--- src/rtl/au_sequencer.sv ---
// Control and register stage around the arithmetic unit: latches an instruction on Start,
// steps the AU counter through the iterations and accumulates AUOut into R0.
module au_sequencer (
    input  logic       Clock,
    input  logic       Reset,
    input  logic       Start,
    input  logic [4:0] Instr,
    input  logic [3:0] Iter,
    input  logic       ClearR0,
    input  logic [4:0] AUOut,
    output logic [2:0] OP,
    output logic [1:0] K,
    output logic [3:0] Counter,
    output logic [4:0] R0Out,
    output logic       Busy,
    output logic       Done
);

    typedef enum logic [1:0] {
        IDLE = 2'b00,
        EXEC = 2'b01,
        DONE = 2'b10
    } seqState_t;

    seqState_t  state;
    seqState_t  nextState;
    logic [2:0] opReg;
    logic [1:0] kReg;
    logic [3:0] cntReg;
    logic [3:0] iterReg;
    logic [4:0] r0Reg;
    logic [3:0] iterClamped;

    // The count op never runs its counter past 3.
    assign iterClamped = (Instr[4:2] == 3'b000 && Iter > 4'd3) ? 4'd3 : Iter;

    always_ff @(posedge Clock or posedge Reset) begin
        if (Reset) begin
            state <= IDLE;
        end else begin
            state <= nextState;
        end
    end

    always_comb begin
        nextState = IDLE;
        case (state)
            IDLE:    nextState = Start ? EXEC : IDLE;
            EXEC:    nextState = (cntReg == iterReg) ? DONE : EXEC;
            DONE:    nextState = IDLE;
            default: nextState = IDLE;
        endcase
    end

    always_comb begin
        Busy = 1'b0;
        Done = 1'b0;
        if (state != IDLE) begin
            Busy = 1'b1;
        end
        if (state == DONE) begin
            Done = 1'b1;
        end
    end

    always_ff @(posedge Clock or posedge Reset) begin
        if (Reset) begin
            opReg   <= '0;
            kReg    <= '0;
            cntReg  <= '0;
            iterReg <= '0;
            r0Reg   <= '0;
        end else begin
            case (state)
                IDLE: begin
                    if (Start) begin
                        opReg   <= Instr[4:2];
                        kReg    <= Instr[1:0];
                        cntReg  <= '0;
                        iterReg <= iterClamped;
                    end else if (ClearR0) begin
                        r0Reg <= '0;
                    end
                end
                EXEC: begin
                    r0Reg <= AUOut;
                    if (cntReg != iterReg) begin
                        cntReg <= cntReg + 4'd1;
                    end
                end
                default: begin
                end
            endcase
        end
    end

    assign OP      = opReg;
    assign K       = kReg;
    assign Counter = cntReg;
    assign R0Out   = r0Reg;

endmodule

--- config.mk ---
export PLATFORM = sky130hd
export DESIGN_NAME = au_sequencer
export DESIGN_NICKNAME = d
export VERILOG_FILES = /design/src/rtl/au_sequencer.sv
export SDC_FILE = /design/constraint.sdc
export NUM_CORES = 1
export LEC_CHECK = 0
export BUFFER_PORTS_ARGS = -buffer_cell sky130_fd_sc_hd__buf_2
export CAP_MARGIN = 40
export CORE_MARGIN = 2
export CORE_UTILIZATION = 45
export CTS_BUF_LIST = sky130_fd_sc_hd__clkbuf_8
export DETAILED_ROUTE_END_ITERATION = 6
export PLACE_DENSITY = 0.77
export SETUP_SLACK_MARGIN = 0.05
export SYNTH_ARGS = -nofsm -noshare
export SYNTH_HDL_FRONTEND = slang
export SYNTH_SLANG_ARGS = --single-unit
export TNS_END_PERCENT = 100
--- constraint.sdc ---
create_clock -name Clock -period 1.1 [get_ports Clock]
set_input_delay 0.22 -clock Clock [delete_from_list [all_inputs] [get_ports Clock]]
set_output_delay 0.22 -clock Clock [all_outputs]
set_load 0.01 [all_outputs]
# Yosys cells after proc, flatten, opt, wreduce, memory -nomap -nowiden
# Index checks and enable logic that the tools add are counted.
# word_totals
ff_bits,20
input_bits,18
out_inout_bits,16
wordCells,36
# op_classes
n_addsub,1
magnitude_cmp,1
n_eq_ne,8
mux,12
n_reduce_logical,8
# op_table
cell,n
$mux W4,3
$mux W5,2
$pmux W5 S2,1
$ne A2 B2 Y1 const B,4
$pmux W4 S2,1
$reduce_and A3 Y1,2
$add A4 B1 Y4 const B,1
$eq A4 B4 Y1,1
$gt A4 B2 Y1 const B,1
$ne A4 B4 Y1,1
$pmux W2 S2,1
$reduce_bool A2 Y1,2
$logic_not A3 Y1,1
$mux W1,3
$eq A2 B1 Y1 const B,1
$eq A2 B2 Y1 const B,1
$logic_not A2 Y1,1
$mux W2,1
$reduce_and A2 Y1,1
$logic_and A1 B1 Y1,1

# Depth between registers and ports, before layout
# Gate-level depths: netlist (run 1).
# depth
ltp_word,3
ltp_mapped,5
depth_no_buf,4

# Least setup slack after synthesis (run 1)
# OpenSTA, ideal clock, no wires.
# synth_path
kind,register -> register
from,reg cntReg[0] (netlist: Counter[0])
to,reg cntReg[3] (netlist: Counter[3])
setup_ns,0.079
t_arrival_ns,1.087
required_time_ns,1.021
slack_ns,-0.066
stages_incl_launch_ff,5
path_buffers,0
period_less_slack_ns,1.166
cell_sequence,dfrtp_1 xnor2_1 nand4_2 nand4_1 mux2i_1
# synth_between
elab_chain_cells,3
word_cells_on_any_way,6
classes_between,add/sub: 1; eq/ne: 2; mux: 2; reduce/logical: 1
# synth_rtl
element,line_no,text
"start, declared",29,logic [3:0] cntReg;
"start signal, assigned",88,cntReg <= cntReg + 4'd1;
$add A4 B1 Y4 or $ne A4 B4 Y1 (tied branches),"88, 87",
$mux W4 or $ne A2 B2 Y1 (tied branches),-,
$pmux W4 S2 or $reduce_and A3 Y1 (tied branches),-,
# Parallel ways exist; a longest one is shown, timed or not. The select of a mux whose other input is x is not followed.
# A chain may end at the register's enable or synchronous reset.

# Final worst setup path (run 1)
# layout_path
from,reg state[0]
to,out Busy
# layout_between
elab_chain_cells,2
# layout_rtl
element,line_no,text
"start, declared",25,seqState_t state;
"start signal, assigned",41,state <= nextState;
$reduce_bool A2 Y1,58,if (state != IDLE) begin
$mux W1,58,
"end, declared",15,"output logic Busy,"
# Every way passes these cells.

==> impl_metrics.py, run 1 <==
metrics = {
    "floorplan": {
        "num_rows": 16,
        "start_util": 0.475,
        "dieArea_um2": 2430,
        "core_area_um2": 1940,
        "die_h_um": 49.3,
        "ios": 34,
        "die_w_um": 49.3,
    },
    "place": {
        "gp_congestion": 0.780,
        "dp_cells": 143,
        "place_hpwl_mm": 1.39,
        "io_buffers": 33,
        "placed_area_um2": 1180,
        "post-place-ws_ps": -94.5,
    },
    "cells_and_area": {
        "design_area_um2": 1450,
        "nets": 153,
        "antennaDiodeCount": 0,
        "nFillCells": 135,
        "final_cell_mix": "buf_2 (28), dfrtp_1 (16), buf_4 (12)",
        "instances_no_fill": 160,
        "syn_to_final_growth_pct": 57.0,
        "layout-drive-gt1-share": 0.602,
        "layout_commonest_cell": "buf_2",
    },
    "timing": {
        "maxSlewViolCount": 0,
        "fin_crit_ps": 1290,
        "fin_crit_sh": 1.17,
        "tightest_slew_ps": 505,
        "rsz0062_at_grt": "yes",
        "slew_headroom": 0.663,
        "hold_violations": 0,
        "fmax_mhz": 776,
        "clock_skew_ps": 3.11,
        "setup_viol": 19,
        "setup_ws_ps": -189,
    },
    "global_routing": {
        "grt_pass1_wl_mm": 3.94,
        "grt_max_degree": 21,
        "gr-usage-met2": 0.376,
        "grt_usage": 0.214,
        "antenna_found_initial": 0,
        "overflow": 0,
        "use_met1": 0.274,
        "grt_pass1_vias": 840,
        "grt_use_met3": 0.0276,
        "top_usage_layer": "met2",
    },
    "critical_path": {
        "critPathSlowestCell": "dfrtp_1",
        "worst-path-max-fanout": 4,
        "crit_required_ps": 880,
        "crit_chain": "nor2_2, buf_4, inv_2, buf_6",
        "r2r-start": "state[0]",
        "rr_worst_depth": 4,
        "crit_path_max_incr_delay_ps": 420,
        "r2r_slack_ps": -140,
        "cp_data_arrival_time_ps": 1070,
        "path_buf_inv": 3,
        "worst-path-stages": 4,
        "timing.rr.end": "K[1]",
        "cp_top_family": "flip-flops",
        "crit_type": "reg2out",
        "startpoint_type": "register",
        "worst_setup_path_end_kind": "output port",
    },
    "clock_network": {
        "root_buffer": "clkbuf_8",
        "cts_tree": "done",
        "cts_sinks": 20,
        "path_clk_slew_ps": 70,
        "htreeDepth": 1,
        "clk_path_buf_depth": 2,
        "numCtsBuffers": 3,
        "insertion_delay_ps": 250,
    },
    "min_path": {
        "hold_class": "in2reg",
        "hold-path-endpoint": "R0Out[3]",
        "worstHoldPathCells": 2,
        "min-delay-start": "AUOut[3]",
    },
    "job": {
        "max_cap_viol_count": 0,
    },
    "routing": {
        "antenna_left": 0,
        "routed_wl_mm": 2.39,
        "vias_per_cell": 5.10,
        "wl_per_cell_um": 14.9,
        "first_iter_violations": 5,
        "drc_errors": 0,
        "via_count": 816,
        "first_pass_iters": 4,
    },
    "pwr": {
        "p_leak_nw": 0.730,
        "power_density_nw_per_um2": 3100,
        "vdd.ir_drop.worst_mv": 1.71,
    },
    "yosys": {
        "synth_cell_types": 23,
        "avgSynthCellArea_um2": 11.8,
        "yosys.area_share.simple": 0.137,
        "ys_seq_area_frac": 0.543,
        "synth_top_family_by_area": "simple AND/OR/NAND/NOR gates",
        "postSynthCellCount": 78,
        "synth_compound_area_frac": 0.132,
        "synth_nets": 97,
        "syn-cell-area_um2": 922,
        "ys_ff_latch": 20,
        "yosys.area_share.adder": 0.0136,
        "synth_mux_area_frac": 0.104,
        "synthXorXnorAreaFrac": 0.0380,
        "yosysWarnings": 0,
    },
    "outcome": {
        "violations": "setup timing",
        "status": "finished with violations",
    },
}
-- registers in the layout (all words and copies together), names as in the netlist --
register  flops
R0Out         5
Counter       4
iterReg       4
OP            3
K             2
state         2
-- worst max-delay path by stage --
| stage | start | endpoint |
|---|---|---|
| after global placement | iterReg[0] | Counter[3] |
| after global routing | state[1] | Busy |
| final | state[0] | Busy |
| after CTS | state[0] | Done |
| after detailed placement | Counter[2] | Counter[1] |
| after floorplan | Counter[3] | Counter[3] |
-- metrics by stage --
stage | utilization | TNS [ps] | power, mW | hold slack (ps)
after floorplan | - | -45.4 | 2.60 | 184
after global placement | 0.609 | -280 | 3.15 | 251
after detailed placement | 0.609 | -625 | 3.22 | 258
after CTS | 0.745 | -1690 | 4.41 | 193
after global routing | 0.745 | -2710 | 4.75 | 187
final | 0.745 | -1830 | 4.48 | 200
-- final cells by class --
class | count | area (um^2) | share of cell area
sequential | 20 | 505 | 0.349
multi-input combinational | 53 | 492 | 0.340
timing repair buffer | 51 | 353 | 0.244
clock buffer | 3 | 41.3 | 0.0285
tap | 27 | 33.8 | 0.0233
inverter | 5 | 18.8 | 0.0130
clock inverter | 1 | 3.75 | 0.00259
-- worst register-to-register path, stage by stage, from the launching register on --
cell	delay (ps)
dfrtp_1	420
nor2_2	150
buf_4	200
nand2_8	90
mux2_2	280
-- Yosys cell counts --
cell type	n	area (um^2)
a21oi_1	2	10.0
nor2b_1	2	12.5
o21ai_0	2	10.0
mux2_2	5	56.3
xnor2_1	4	35.0
nand2_1	10	37.5
nand4_1	1	6.26
buf_6	1	11.3
nor2_1	5	18.8
nand4_2	1	12.5
and2b_1	1	7.51
nand2_2	1	6.26
ha_1	1	12.5
o31ai_1	2	15.0
a2111oi_4	1	27.5
dfrtp_1	20	500
o21bai_1	2	15.0
a22o_1	5	43.8
or2b_1	1	7.51
inv_1	5	18.8
nor2_2	1	6.26
nand2_4	1	11.3
mux2i_1	4	40.0
-- where the power goes --
part           internal, mW  switching [mW]
Combinational          1.40            1.22
Clock                 0.247           0.219
Sequential             1.11           0.283
-- metal layers --
metal  routed length (um)  vias to the layer above
li1                     -                      376
met1                  946                      414
met2                 1340                       22
met3                   76                        4
met4                   25                        0
met5                    0                        -
-- what timing repair did --
action,4_1_cts,5_1_grt
hold buffers,1,0
cloned,1,0
setup endpoints to repair,24,25
setup buffers,11,1
pin swaps,6,3
endpoints found under the hold margin,20,0
gates resized for setup,25,1
-- cell families (layout without fill, tap and decap cells) --
kind of cell,after synthesis,after routing
AOI/OAI and AO/OA,14,14
xor gates and xnor gates,4,4
adders and majority gates,1,1
buffers and inverters,6,60
DFF,20,20
muxes,9,9
and+or+nand+nor,24,25
Power figures use the tool's default switching activity.
==> inputs of run 2 (changes only) <==
--- a/config.mk
+++ b/config.mk
@@ -7,11 +7,14 @@
 export LEC_CHECK = 0
 export BUFFER_PORTS_ARGS = -buffer_cell sky130_fd_sc_hd__buf_2
 export CAP_MARGIN = 40
+export CELL_PAD_IN_SITES_DETAIL_PLACEMENT = 1
+export CELL_PAD_IN_SITES_GLOBAL_PLACEMENT = 1
+export CORE_ASPECT_RATIO = 0.6
 export CORE_MARGIN = 2
-export CORE_UTILIZATION = 45
+export CORE_UTILIZATION = 41
 export CTS_BUF_LIST = sky130_fd_sc_hd__clkbuf_8
 export DETAILED_ROUTE_END_ITERATION = 6
-export PLACE_DENSITY = 0.77
+export PLACE_DENSITY_LB_ADDON = 0.1
 export SETUP_SLACK_MARGIN = 0.05
 export SYNTH_ARGS = -nofsm -noshare
 export SYNTH_HDL_FRONTEND = slang
==> constraint.sdc (replaced) <==
create_clock -name Clock -period 1.5 [get_ports Clock]
set_input_delay 0.3 -clock Clock [delete_from_list [all_inputs] [get_ports Clock]]
set_output_delay 0.3 -clock Clock [all_outputs]
set_load 0.01 [all_outputs]
==> run 2 against run 1 <==
Effect of this change: the run now ends clean; non-clock buffer count fell by 17; clock power rose by 15%; die area rose by 9.5%; worst setup slack improved by 290 ps; first-iteration DRC count grew to 4.6 times the previous value; core utilization decreased by 19 points; flip-flop and latch count unchanged; critical endpoint unchanged; highest routed layer unchanged.
==> impl_metrics.py, run 2 (same netlist as run 1, synthesis figures left out) <==
metrics = {
    "floorplan": {
        "dieArea_um2": 2660,
        "core_area_um2": 2150,
        "num_rows": 13,
        "start_util": 0.429,
        "die_h_um": 40.7,
        "die_w_um": 65.2,
        "ios": 34,
    },
    "routing": {
        "vias_per_cell": 4.77,
        "drc_errors": 0,
        "antenna_left": 0,
        "first_iter_violations": 23,
        "routed_wl_mm": 2.01,
        "via_count": 691,
        "first_pass_iters": 3,
        "wl_per_cell_um": 13.8,
    },
    "critical_path": {
        "crit_required_ps": 1200,
        "crit_type": "reg2out",
        "startpoint_type": "register",
        "worst-path-max-fanout": 6,
        "cp_data_arrival_time_ps": 1100,
        "r2r_slack_ps": 200,
        "worst_setup_path_end_kind": "output port",
    },
    "cells_and_area": {
        "antennaDiodeCount": 0,
        "final_cell_mix": "buf_2 (33), dfrtp_1 (20), nand2_1 (10)",
        "layout_commonest_cell": "buf_2",
        "largest_reg_flops": 5,
        "design_area_um2": 1200,
        "multiInputGateArea_um2": 397,
        "layout-drive-gt1-share": 0.417,
        "utilization": 0.558,
        "nFillCells": 250,
        "syn_to_final_growth_pct": 29.9,
        "seq_area_um2": 500,
        "nets": 135,
    },
    "pwr": {
        "p_sw_frac": 0.375,
        "p_leak_nw": 0.617,
        "vdd.ir_drop.worst_mv": 0.896,
        "p_total_mw": 2.76,
        "pwr-share-seq": 0.374,
        "p_int_mw": 1.73,
        "power_switching_mw": 1.03,
        "pwr-share-comb": 0.431,
        "power_density_nw_per_um2": 2310,
        "clkPwrFrac": 0.195,
    },
    "global_routing": {
        "overflow": 0,
        "grt_max_degree": 21,
        "grt_pass1_vias": 631,
        "grt_pass1_wl_mm": 3.06,
        "grt_usage": 0.163,
        "antenna_found_initial": 0,
    },
    "clock_network": {
        "cts_sinks": 20,
        "root_buffer": "clkbuf_8",
        "path_clk_slew_ps": 80,
        "cts.hold.buffers_added": 0,
        "numCtsBuffers": 3,
        "post-cts-setup-buffers": 0,
        "cts_tree": "done",
        "htreeDepth": 1,
        "insertion_delay_ps": 260,
        "cts_resized": 0,
        "clk_path_buf_depth": 2,
    },
    "timing": {
        "slew_headroom": 0.714,
        "setup_viol": 0,
        "clock_skew_ps": 2.36,
        "maxSlewViolCount": 0,
        "fin_crit_sh": 0.934,
        "fin_tns_setup_ps": 0,
        "tightest_slew_ps": 428,
        "hold_violations": 0,
        "fmax_mhz": 714,
        "rsz0062_at_grt": "no",
        "fin_crit_ps": 1400,
    },
    "place": {
        "place_hpwl_mm": 1.47,
        "gp_congestion": 0.700,
        "io_buffers": 33,
        "placed_area_um2": 1120,
    },
    "min_path": {
        "hold_class": "in2async",
    },
    "outcome": {
        "status": "completed",
    },
    "job": {
        "max_cap_viol_count": 0,
    },
}
[run 2: changes by cell type in the layout (fill, tap and decap cells not counted), sizes merged]
| cell | previous run | this run |
|---|---|---|
| nand2 | 13 | 12 |
| inv | 6 | 5 |
| buf | 50 | 34 |
| bufinv | 0 | 1 |
| dlygate4sd3 | 1 | 0 |
[run 2: critical path, cell delays in order (launching register included)]
cell	delay [ps]
dfrtp_1	460
nor2_4	180
inv_1	60
buf_2	140
[run 2: through the flow]
step	hold slack [ps]	setup slack [ps]	cells
detailed placement	342	221	141
CTS	57.2	71.9	145
global placement	338	259	141
global route	65.6	63.1	145
finish	49.3	99.3	145
floorplan	264	334	78
[run 2: area by class of cell]
cell class / count / share of cell area
Sequential cell: 20 / 0.418
Multi-Input combinational cell: 52 / 0.331
Timing Repair Buffer: 34 / 0.144
Clock buffer: 3 / 0.0345
Tap cell: 30 / 0.0313
Clock inverter: 1 / 0.0251
Inverter: 5 / 0.0157
[run 2: routing by layer]
metal,vias to the layer above,GRT usage,routed length [um]
met4,0,0.0313,7
met3,2,0.0577,98
met1,330,0.205,927
li1,342,-,-
met2,17,0.283,972
met5,-,0,0
[run 2: path summary, 6_finish.rpt]
check / start / endpoint / cells after the start
min reg2reg: R0Out[1] / R0Out[1] / 1
max in group asynchronous: Reset / state[1] / 3
max reg2reg: Counter[0] / Counter[3] / 4
min: Reset / K[0] / 3
max: state[0] / Busy / 3
min in group Clock: AUOut[4] / R0Out[4] / 2
[run 2: power by group through the flow]
stage	registers, mW	logic (mW)	clock network, mW
floorplan	1.08	0.755	0
global placement	1.01	1.16	0
detailed placement	1.02	1.19	0
CTS	1.02	1.20	0.551
global route	1.07	1.30	0.578
finish	1.03	1.19	0.539
==> inputs of run 3 (changes only) <==
--- a/config.mk
+++ b/config.mk
@@ -14,7 +14,7 @@
 export CORE_UTILIZATION = 41
 export CTS_BUF_LIST = sky130_fd_sc_hd__clkbuf_8
 export DETAILED_ROUTE_END_ITERATION = 6
-export PLACE_DENSITY_LB_ADDON = 0.1
+export PLACE_DENSITY = 0.88
 export SETUP_SLACK_MARGIN = 0.05
 export SYNTH_ARGS = -nofsm -noshare
 export SYNTH_HDL_FRONTEND = slang
==> run 3 against run 2 <==
Effect of this change: first-iteration DRC count shrank 78%; count of clock-buffer cells in the layout rose by 1; hold slack lost 0.73 ps; non-clock buffer count is the same; register-to-register slack about the same; core utilization down 0.76 points; critical endpoint unchanged; largest cell class unchanged; largest power group unchanged.
==> impl_metrics.py, run 3 (same netlist as run 1, synthesis figures left out) <==
metrics = {
    "routing": {
        "first_iter_violations": 5,
        "routed_wl_mm": 2.23,
        "drc_errors": 0,
        "antenna_left": 0,
        "first_pass_iters": 4,
        "wl_per_cell_um": 15.4,
        "vias_per_cell": 4.98,
        "via_count": 722,
    },
    "critical_path": {
        "r2r-start": "Counter[2]",
        "cp_data_arrival_time_ps": 1060,
        "startpoint_type": "register",
        "worst-path-max-fanout": 6,
        "critPathLaunch": "state[0]",
        "crit_required_ps": 1200,
        "rr_worst_depth": 4,
        "timing.rr.end": "Counter[1]",
        "worst_setup_path_end_kind": "output port",
        "r2r_slack_ps": 190,
        "crit_type": "reg2out",
    },
    "cells_and_area": {
        "seq_area_um2": 500,
        "final_cell_mix": "buf_2 (33), dfrtp_1 (20), nand2_1 (10)",
        "nets": 135,
        "layout_commonest_cell": "buf_2",
        "layout-drive-gt1-share": 0.417,
        "nFillCells": 261,
        "antennaDiodeCount": 0,
        "largest_reg_flops": 5,
        "multiInputGateArea_um2": 397,
        "syn_to_final_growth_pct": 28.1,
    },
    "timing": {
        "fmax_mhz": 734,
        "rsz0062_at_grt": "no",
        "tightest_slew_ps": 507,
        "maxSlewViolCount": 0,
        "fin_crit_sh": 0.908,
        "slew_headroom": 0.661,
        "fin_tns_setup_ps": 0,
        "clock_skew_ps": 3.53,
        "fin_crit_ps": 1360,
        "holdWs_ps": 48.6,
        "setup_viol": 0,
        "hold_violations": 0,
    },
    "floorplan": {
        "dieArea_um2": 2660,
        "die_w_um": 65.2,
        "ios": 34,
        "die_h_um": 40.7,
        "start_util": 0.429,
        "num_rows": 13,
        "core_area_um2": 2150,
    },
    "clock_network": {
        "htreeDepth": 1,
        "path_clk_slew_ps": 80,
        "insertion_delay_ps": 260,
        "numCtsBuffers": 3,
        "cts_tree": "done",
        "clk_path_buf_depth": 2,
        "cts_sinks": 20,
        "root_buffer": "clkbuf_8",
        "cts.hold.buffers_added": 0,
        "post-cts-setup-buffers": 0,
    },
    "global_routing": {
        "grt_max_degree": 21,
        "grt_usage": 0.188,
        "grt_pass1_vias": 735,
        "antenna_found_initial": 0,
        "grt_pass1_wl_mm": 3.51,
        "overflow": 0,
    },
    "pwr": {
        "vdd.ir_drop.worst_mv": 0.879,
        "pwr-share-seq": 0.388,
        "p_sw_frac": 0.400,
        "power_switching_mw": 1.07,
        "p_leak_nw": 0.610,
        "clkPwrFrac": 0.156,
        "power_density_nw_per_um2": 2260,
        "pwr-share-comb": 0.456,
        "p_int_mw": 1.61,
    },
    "place": {
        "io_buffers": 33,
        "gp_congestion": 0.835,
        "place_hpwl_mm": 1.71,
    },
    "outcome": {
        "status": "completed",
    },
    "job": {
        "max_cap_viol_count": 0,
    },
    "min_path": {
        "hold_class": "in2async",
    },
}
run 3: stage by stage:
stage / power (mW) / utilization / area [um^2] / setup slack (ps) / std cells
after floorplan: 1.83 / - / 922 / 334 / 78
after global placement: 2.16 / 0.522 / 1120 / 298 / 141
after detailed placement: 2.25 / 0.522 / 1120 / 201 / 141
after CTS: 2.68 / 0.548 / 1180 / 85.1 / 145
after global routing: 2.87 / 0.550 / 1180 / 59.9 / 145
final: 2.68 / 0.550 / 1180 / 138 / 145
run 3: cell type report:
cell class	instances	share of cell area
multi-input combinational	52	0.336
timing repair buffer	34	0.146
inverter	5	0.0159
clock buffer	4	0.0466
tap	30	0.0318
sequential	20	0.424
run 3: worst max-delay path by stage:
stage / depth (start not counted) / endpoint
6_report: 3 / Busy
5_1_grt: 3 / Busy
4_1_cts: 3 / Busy
3_5_place_dp: 4 / Counter[0]
3_3_place_gp: 4 / Counter[1]
2_1_floorplan: 4 / Counter[3]
run 3: critical path, cell delays in order, from the launching register on:
cell	delay, ps
dfrtp_1	450
nor2_4	170
inv_1	50
buf_2	130
run 3: power groups by stage:
stage	clock (mW)	sequential, mW	combinational, mW
global placement	0	1.01	1.16
global route	0.452	1.08	1.35
floorplan	0	1.08	0.755
finish	0.418	1.04	1.22
CTS	0.422	1.03	1.23
detailed placement	0	1.03	1.22
run 3: timing repair:
| action | 4_1_cts | 5_1_grt |
|---|---|---|
| gates resized for setup | 0 | 1 |
| hold endpoints to repair | 0 | 0 |
| endpoints found under the setup margin | 0 | 1 |
run 3: metal layers:
metal | track usage | wire, um
met2 | 0.309 | 1010
met1 | 0.228 | 1060
met3 | 0.0687 | 142
met4 | 0.0938 | 17
met5 | 0 | 0
